<file path="src/rtl/cpu_types_pkg.sv">
// rtl/cpu_types_pkg.sv - shared CPU pipeline types
package cpu_types_pkg;

    typedef enum logic [1:0] {
        EMPTY = 2'd0,
        HALF  = 2'd1,
        FULL  = 2'd2
    } skid_state_t;

endpackage

</file>
<file path="src/rtl/pl_skid_reg.sv">
// rtl/pl_skid_reg.sv - two-entry pipeline skid register with flush
module pl_skid_reg
    import cpu_types_pkg::*;
#(
    parameter int                DATA_W    = 96,
    parameter logic [DATA_W-1:0] FLUSH_VAL = '0
) (
    input  logic              CLK,
    input  logic              nRST,
    input  logic              in_valid,
    input  logic [DATA_W-1:0] in_data,
    output logic              in_ready,
    output logic              out_valid,
    output logic [DATA_W-1:0] out_data,
    input  logic              out_ready,
    input  logic              flush,
    output logic              out_flushed,
    output logic [1:0]        occupancy
);

    skid_state_t       state_q, state_d;
    logic [DATA_W-1:0] main_q, main_d;
    logic [DATA_W-1:0] skid_q, skid_d;
    logic              flushed_q;
    logic              accept, drain;

    assign accept = in_valid && in_ready;
    assign drain  = out_valid && out_ready;

    always_ff @(posedge CLK or negedge nRST) begin
        if (!nRST) begin
            state_q   <= EMPTY;
            main_q    <= FLUSH_VAL;
            skid_q    <= FLUSH_VAL;
            flushed_q <= 1'b0;
        end else begin
            state_q   <= state_d;
            main_q    <= main_d;
            skid_q    <= skid_d;
            flushed_q <= flush;
        end
    end

    // Every path into EMPTY reloads FLUSH_VAL, so out_data can be main_q directly.
    always_comb begin
        state_d = state_q;
        main_d  = main_q;
        skid_d  = skid_q;
        if (flush) begin
            state_d = EMPTY;
            main_d  = FLUSH_VAL;
            skid_d  = FLUSH_VAL;
        end else begin
            case (state_q)
                EMPTY: begin
                    if (accept) begin
                        state_d = HALF;
                        main_d  = in_data;
                    end
                end
                HALF: begin
                    if (accept && drain) begin
                        main_d  = in_data;
                    end else if (accept) begin
                        state_d = FULL;
                        skid_d  = in_data;
                    end else if (drain) begin
                        state_d = EMPTY;
                        main_d  = FLUSH_VAL;
                    end
                end
                FULL: begin
                    if (drain) begin
                        state_d = HALF;
                        main_d  = skid_q;
                        skid_d  = FLUSH_VAL;
                    end
                end
                default: begin
                    state_d = EMPTY;
                    main_d  = FLUSH_VAL;
                    skid_d  = FLUSH_VAL;
                end
            endcase
        end
    end

    always_comb begin
        out_valid   = (state_q != EMPTY);
        in_ready    = (state_q != FULL);
        out_data    = main_q;
        out_flushed = flushed_q;
        case (state_q)
            HALF:    occupancy = 2'd1;
            FULL:    occupancy = 2'd2;
            default: occupancy = 2'd0;
        endcase
    end

endmodule

</file>
<file path="config.mk">
export PLATFORM = sky130hd
export DESIGN_NAME = pl_skid_reg
export DESIGN_NICKNAME = d
export VERILOG_FILES = /design/src/rtl/cpu_types_pkg.sv /design/src/rtl/pl_skid_reg.sv
export SDC_FILE = /design/constraint.sdc
export NUM_CORES = 1
export LEC_CHECK = 0
export ABC_AREA = 1
export CORE_MARGIN = 4
export CORE_UTILIZATION = 52
export DETAILED_ROUTE_END_ITERATION = 8
export MAX_ROUTING_LAYER = met4
export PLACE_DENSITY = 0.92
export SLEW_MARGIN = 20
export SYNTH_ARGS = -nofsm -noshare
export SYNTH_HDL_FRONTEND = slang
export SYNTH_SLANG_ARGS = --single-unit
</file>
<file path="constraint.sdc">
create_clock -name CLK -period 1.9 [get_ports CLK]
set_input_delay 0.38 -clock CLK [delete_from_list [all_inputs] [get_ports CLK]]
set_output_delay 0.38 -clock CLK [all_outputs]
set_load 0.02 [all_outputs]
</file>
==> metrics.txt <==
Yosys cell types=21; # nets final=1555; placer congestion estimate=around 0.83; fin cells=1697; Max VDD drop=0.000708 V; internal power=8.42 mW; clock share of power=0.274; final setup fails=0; final WL=28400 µm; final period utilization=0.963; RSZ-0062 raised after global routing=no; yosys warns=0; Leak=6.39 nW; H-tree depth=4; uppermost layer routed=met4; Final Util=0.696; die area=20900 µm²; Routed wire per std cell=16.8 µm; CP max FO=2; Final Hold Vio Count=0; final hold slack=479 ps; status=finished, final reports clean; Worst path max stage delay=630 ps; Finished Cell Area=12600 µm²; relative slew slack=0.680; GR Overflow Total=0; Horiz. Die Dim=145 µm; met3 wire length=2720 µm; biggest area consumer among synthesized cells=dfrtp_1; metal2 WL=roughly 13000 µm; Clock Latency Late Sink=around 430 ps; top post-synthesis cells by area=dfrtp_1 50%, nand2_1 27%, nand3_1 10%; hold crit path type=flip-flop to flip-flop; GRT Overall Usage=0.285; setup TNS=0 ps; num ports=202; die height=145 µm; Vias=9887; Residual DRC=0; Worst setup EP type=output pin; Avg Cell Area, Syn=7.48 µm²; crit-path cells=clkdlybuf4s50_1; CTS clock-pin slew for the worst setup and hold paths=70 ps; final setup margin=71.2 ps; clk sink count=between 150 and 200; cell row count=49; Yosys reg bits=195; initial antenna violation count=1; post-route clock skew=9.06 ps; dpl hpwl=between 15000 and 20000 µm; WP buf/inv=1; initial core utilization=0.535; 1st-iter DRT viols=a little under 900; cell total after placement=around 1700; number of I/O port buffers=201; Req. time, crit path=1520 ps; share of cells above drive strength 1=0.0613; Routed Antenna Nets=0; power share of the combinational group=0.330; TritonCTS Buffers=17; Startpoint Class=flip-flop; M1 WL=11600 µm; Worst EP arrival=1450 ps; final slew viol count=0; Max Fclk=0.547 GHz; first-pass GRT wire length=46700 µm; kind of cell adding the most delay to the critical path=buffers and inverters; vias in the first global route=around 9500; slowest stage cell, crit path=clkdlybuf4s50_1; total power=about 13 mW; register share of total power=0.396; share of the synthesized area in the top cell type=0.503; Layout area overhead=30.3%; Seq/Total Area, Yosys=0.503; MaxCap Viol Count=0; CTS tree=yes; Crit Path Category=flip-flop to output pin; post-layout min period=1830 ps; area post-placement=12000 µm²; Syn Inst Count=1297; Vias/cell=5.83; core area=18100 µm²; TritonRoute pass-1 iters=5; clk buf depth=2; Root Buffer=clkbuf_16; Worst-Margin Slew=480 ps; largest net degree at the start of global routing=97; Sw Share=0.359; Mapped Nets=about 1400; Cell Pwr Density=1040 nW/µm²; Sw Pwr=4.71 mW; Post-Syn Area=between 9000 and 10000 µm²; Placement Setup Slack=-127 ps
routing by layer:
metal / global-route usage / up-vias
met3: 0.0612 / 62
met4: 0.0923 / 0
met1: 0.374 / 4686
met5: - / -
li1: - / 4520
met2: 0.445 / 619
cells in the final DEF, fill, tap and decap left out, drive strengths merged, types with 2 or more instances in the layout:
cell,netlist,final
dfrtp,195,195
clkinv,1,7
nand3,197,197
clkdlybuf4s50,0,196
nand2,687,687
nand4,96,96
buf,72,39
clkbuf,30,20
inv,6,11
nor2,12,12
clkinvlp,0,2
registers in the layout, summed over array words and instances (netlist names):
signal       flops
out_data        96
skid_q          96
state_q          2
out_flushed      1
final timing paths:
kind / depth (start not counted) / slack, ps / from / endpoint
max reg2reg: 8 / 180 / state_q[1] / out_data[60]
min in group asynchronous: 2 / 490 / nRST / out_data[42]
min reg2reg: 2 / 480 / out_data[12] / out_data[12]
min: 2 / 480 / out_data[12] / out_data[12]
max in group asynchronous: 3 / 810 / nRST / out_data[49]
max: 1 / 70 / out_data[71] / out_data[71]
timing repair:
action                                  in CTS  in global routing
hold buffers                                 1                  0
resized for setup                            5                  3
setup buffers                                0                  0
hold endpoints to repair                    43                  0
endpoints found under the setup margin       3                  3
power groups by stage:
stage	Combinational, mW	Clock [mW]	Sequential (mW)
final	4.34	3.59	5.20
after detailed placement	4.33	0	5.25
after floorplan	1.82	0	5.75
after CTS	4.35	3.66	5.20
after global routing	4.69	3.83	5.28
after global placement	4.24	0	5.25
Yosys cell counts, drive strengths merged:
master  instances
clkbuf         30
o21ai           1
dfrtp         195
inv             6
nand4          96
nor2           12
buf            72
clkinv          1
nand2         687
nand3         197
final cells by class:
cell class | instances | area (µm²)
fill | 1422 | 5510
sequential | 195 | 4880
multi-input combinational | 993 | 4300
timing repair buffer | 240 | 2550
clock buffer | 18 | 439
tap | 229 | 287
clock inverter | 14 | 150
inverter | 7 | 28.8
antenna | 1 | 2.50
cell families (layout without fill, tap and decap cells):
| logic type | count (synthesis) | count (layout) | share of synthesized area |
|---|---|---|---|
| compound gates | 1 | 1 | 0.000515 |
| buf+inv | 109 | 279 | 0.0564 |
| flops | 195 | 195 | 0.503 |
| other cells | 0 | 1 | 0 |
| simple gates | 992 | 992 | 0.440 |
Power figures use the tool's default switching activity.
